`src/rtl/irq_request_bank_if.sv`:
```
// irq_request_bank_if: request-bank bus between PIC control logic and the request register
interface irq_request_bank_if #(parameter int N = 8);
  localparam int IDW = $clog2(N);
  logic [N-1:0] irq_in, edge_mode, imr, irr, irr_masked;
  logic init_clr, ack_valid, irq_pending;
  logic [IDW-1:0] ack_id;
  modport master (output irq_in, edge_mode, imr, init_clr, ack_valid, ack_id, input irr, irr_masked, irq_pending);
  modport slave (input irq_in, edge_mode, imr, init_clr, ack_valid, ack_id, output irr, irr_masked, irq_pending);
endinterface

```
`src/rtl/irq_request_bank.sv`:
```
// irq_request_bank: synchronised edge/level interrupt request register with acknowledge and masking
module irq_request_bank #(
  parameter int N = 8,
  parameter int SYNC_STAGES = 2
) (
  input logic clk,
  input logic reset,
  irq_request_bank_if.slave bus
);
  localparam int IDW = $clog2(N);
  logic [SYNC_STAGES-1:0][N-1:0] sync_q, sync_d;
  logic [N-1:0] prev_q, req_q, req_d, sync, rise, clr;
  assign sync = sync_q[SYNC_STAGES-1];
  assign rise = sync & ~prev_q;
  // shift each raw line one stage further down its synchroniser chain
  always_comb begin
    sync_d[0] = bus.irq_in;
    for (int s = 1; s < SYNC_STAGES; s++) sync_d[s] = sync_q[s-1];
  end
  // decode the acknowledge; out-of-range ids match no channel and are dropped
  always_comb begin
    clr = '0;
    for (int i = 0; i < N; i++) clr[i] = bus.ack_valid && bus.ack_id == IDW'(i);
  end
  // init_clr wins; level channels follow the line; edge channels set on rise (beating ack) else hold
  always_comb req_d = bus.init_clr ? '0 : (~bus.edge_mode & sync) | (bus.edge_mode & (rise | (req_q & ~clr)));
  // state registers; prev always tracks sync so init_clr re-arms against the current level
  always_ff @(posedge clk or posedge reset)
    if (reset) begin
      sync_q <= '0;
      prev_q <= '0;
      req_q <= '0;
    end else begin
      sync_q <= sync_d;
      prev_q <= sync;
      req_q <= req_d;
    end
  assign bus.irr = req_q;
  assign bus.irr_masked = req_q & ~bus.imr;
  assign bus.irq_pending = |bus.irr_masked;
endmodule

```
`src/flat_wrapper.sv`:
```
// flat-port wrapper written by rule: the top's interface ports become plain ports
module irq_request_bank_flat 
#(
  parameter int N = 8,
  parameter int SYNC_STAGES = 2
)
  (clk, reset, bus_irq_in, bus_edge_mode, bus_imr, bus_init_clr, bus_ack_valid, bus_ack_id, bus_irr, bus_irr_masked, bus_irq_pending);
  irq_request_bank_if #(.N(N)) bus_i ();
  input logic clk;
  input logic reset;
  input wire logic [$bits(bus_i.irq_in)-1:0] bus_irq_in;
  input wire logic [$bits(bus_i.edge_mode)-1:0] bus_edge_mode;
  input wire logic [$bits(bus_i.imr)-1:0] bus_imr;
  input wire logic [$bits(bus_i.init_clr)-1:0] bus_init_clr;
  input wire logic [$bits(bus_i.ack_valid)-1:0] bus_ack_valid;
  input wire logic [$bits(bus_i.ack_id)-1:0] bus_ack_id;
  output wire logic [$bits(bus_i.irr)-1:0] bus_irr;
  output wire logic [$bits(bus_i.irr_masked)-1:0] bus_irr_masked;
  output wire logic [$bits(bus_i.irq_pending)-1:0] bus_irq_pending;
  assign bus_i.irq_in = bus_irq_in;
  assign bus_i.edge_mode = bus_edge_mode;
  assign bus_i.imr = bus_imr;
  assign bus_i.init_clr = bus_init_clr;
  assign bus_i.ack_valid = bus_ack_valid;
  assign bus_i.ack_id = bus_ack_id;
  assign bus_irr = bus_i.irr;
  assign bus_irr_masked = bus_i.irr_masked;
  assign bus_irq_pending = bus_i.irq_pending;
  irq_request_bank #(.N(N), .SYNC_STAGES(SYNC_STAGES)) u_core (.clk(clk), .reset(reset), .bus(bus_i));
endmodule
```
`config.mk`:
```
export PLATFORM = sky130hd
export DESIGN_NAME = irq_request_bank_flat
export DESIGN_NICKNAME = d
export VERILOG_FILES = /design/src/rtl/irq_request_bank_if.sv /design/src/rtl/irq_request_bank.sv /design/src/flat_wrapper.sv
export SDC_FILE = /design/constraint.sdc
export NUM_CORES = 1
export LEC_CHECK = 0
export ABC_AREA = 1
export CAP_MARGIN = 20
export CORE_ASPECT_RATIO = 1.5
export CORE_UTILIZATION = 45
export CTS_CLUSTER_DIAMETER = 50
export DETAILED_ROUTE_END_ITERATION = 6
export GPL_ROUTABILITY_DRIVEN = 0
export PLACE_DENSITY_LB_ADDON = 0.2
export REMOVE_ABC_BUFFERS = 1
export SLEW_MARGIN = 20
export SYNTH_ARGS = -nofsm -noshare
export SYNTH_HDL_FRONTEND = slang
export SYNTH_SLANG_ARGS = --single-unit
```
`constraint.sdc`:
```
create_clock -name clk -period 2.4 [get_ports clk]
set_input_delay 0.48 -clock clk [delete_from_list [all_inputs] [get_ports clk]]
set_output_delay 0.48 -clock clk [all_outputs]
set_load 0.01 [all_outputs]
```
==> results.cfg, run 1 <==
[layout]
drive_gt1_share_pct = 8.43
seq_area_um2 = 801
nets = 211
syn_to_final_growth_pct = 46.1
final_cell_mix = 47 x clkdlybuf4s50_1, 45 x nand2_1, 32 x dfrtp_1
final_common_cell = clkdlybuf4s50_1
final_area_um2 = 1720
diodes = 0
multi_input_area_um2 = 277
n_fill_cell = 200

[clock_tree]
tritoncts = yes
h-tree-depth = 2
clockBufferDepth = 2
postCtsSetupRepairBufs = 0
cts_buffers = 5
hold_buffers = 0
clock_sinks = 32
cts-resized-gates = 0
clk_pin_slew_ns = 0.08
cts-root-buf = clkbuf_4
clk-insertion-delay-late_ns = 0.31

[drt]
drt-pass1-iter-count = 6
vias = 950
drc_errors = 7
totalWireLength_um = 2120
ant_nets = 0
drt_iter0_drc = 25
vias_per_cell = 4.70
wire_per_inst_um = 10.5

[timing]
maxSlewViolCount = 0
tightest_slew_ns = 0.386
hold_violations = 0
clock.fmax_ghz = 0.449
setup_violations = 0
post-route-min-period_ns = 2.23
rsz0062_at_grt = false
final.setup.tns_ns = 0
fin_crit_sh_pct = 92.7
skew_ns = 0.00878
max_slew_margin_pct = 74.3

[synthesis]
avgSynthCellArea_um2 = 9.32
synth_cells = 126
ys_seq_area_share_pct = 68.2
yosysWarnings = 0
yosys_register_bits = 32
syn-cell-area_um2 = 1170
synth.distinct_cells = 11

[grt]
use_met2_pct = 30.6
track_usage_pct = 17.6
grtUsageMet3_pct = 6.41
antenna_found_initial = 0
grt-busiest-layer = met2
grt_max_degree = 33
use_met1_pct = 16.9
gr-total-overflow = 0
grt_pass1_wl_um = 3520
grt_pass1_vias = 912

[setup_path]
cp-start-kind = input pin
worstPathMaxFanout = 2
arrival_ns = 1.75
required_ns = 1.92
crit_path_end_kind = output pin
critical_path_class = input pin to output pin

[power]
p_per_area_nw_per_um2 = 570
vdd_drop_max_mv = 0.472
leakagePower_nw = 0.857

[job]
max-cap-violations = 0

[floorplanning]
fp.dieW_um = 43.7
rows = 22
die_h_um = 64.6
ios = 48
core-area_um2 = 2450
dieArea_um2 = 2820
initial_utilization_pct = 48.0

[placement]
hpwl_um = 1630
post_dp_cell_area_um2 = 1680
port_buffers = 47

[status]
status = finished, violations left
violations = design-rule violations

[min_path]
hp-class = register to register
[report_power, final]
group,total (mW),internal (mW),switching (mW)
Sequential,0.581,0.568,0.0136
Combinational,0.152,0.0894,0.0626
Clock,0.245,0.0976,0.147
Total,0.978,0.755,0.223
[per-stage QoR]
stage          hold slack [ns]  power [mW]  std cells  util (%)  setup slack, ns
2_1_floorplan            0.331       0.644        125         -             1.13
3_3_place_gp             0.331       0.741        197      68.5            0.202
3_5_place_dp             0.335       0.747        197      68.5            0.153
4_1_cts                  0.346        1.01        202      70.1            0.153
5_1_grt                  0.355        1.03        202      70.1           0.0857
6_report                 0.342       0.978        202      70.1            0.175
[synth_stat cells]
cell / count / share of area (%)
buf_1: 1 / 0.32
o21bai_1: 1 / 0.64
inv_1: 17 / 5.4
nand2_1: 45 / 14
inv_2: 8 / 2.6
o21ai_1: 3 / 1.3
nor2_2: 1 / 0.53
o21ai_0: 1 / 0.43
nor2_1: 9 / 2.9
dfrtp_1: 32 / 68
a21oi_1: 8 / 3.4
[path summary, 6_finish.rpt]
check / from / endpoint / slack (ns) / depth (start not counted)
setup / recovery: bus_imr[6] / bus_irq_pending / 0.17 / 7
hold / removal: u_core.sync_d[12] / u_core.sync[4] / 0.34 / 0
setup reg to reg: u_core.bus.irr[7] / u_core.bus.irr[7] / 1.63 / 3
hold reg to reg: u_core.sync_d[12] / u_core.sync[4] / 0.34 / 0
max in group asynchronous: reset / u_core.sync_d[12] / 1.57 / 3
min in group asynchronous: reset / u_core.bus.irr[2] / 0.55 / 3
[worst max-delay path, cell delays in order]
cell and delay [ns]:
clkdlybuf4s50_1 0.45, inv_1 0.04, nand2_1 0.06, o21ai_1 0.08
nor2_1 0.11, nand2_1 0.06, clkdlybuf4s50_1 0.47
[cell type report]
class                   instances  share of cell area (%)
flip-flops and latches         32                    46.6
repair buffers                 48                    27.8
multi-input cells              68                    16.1
inverters                      25                    5.47
clock buffers                   5                    2.19
well taps                      24                    1.75
[sequential cells by signal, summed over array words and instances, names as in the netlist]
name and count:
u_core.sync 8, u_core.prev_q 8, u_core.sync_d 8, u_core.bus.irr 8
[routing by layer]
layer	wire length, µm	share of wire, %
met1	828	39
met2	1090	51
met3	162	7.6
met4	40	1.9
met5	0	0
[cells by family (layout without fill, tap and decap cells)]
group,Yosys count,in the layout,synth area share (%)
AO/OA/AOI/OAI,13,13,5.75
buffers and inverters,26,78,8.31
flip-flops,32,32,68.2
AND/OR/NAND/NOR,55,55,17.8
Note: power is estimated with default switching activity, not from simulation.
==> inputs of run 2 (changes only) <==
--- a/config.mk
+++ b/config.mk
@@ -14,7 +14,6 @@
 export GPL_ROUTABILITY_DRIVEN = 0
 export PLACE_DENSITY_LB_ADDON = 0.2
 export REMOVE_ABC_BUFFERS = 1
-export SLEW_MARGIN = 20
 export SYNTH_ARGS = -nofsm -noshare
 export SYNTH_HDL_FRONTEND = slang
 export SYNTH_SLANG_ARGS = --single-unit
==> results of run 2 <==
Final layout, timing and power as in run 1 (identical DEF).
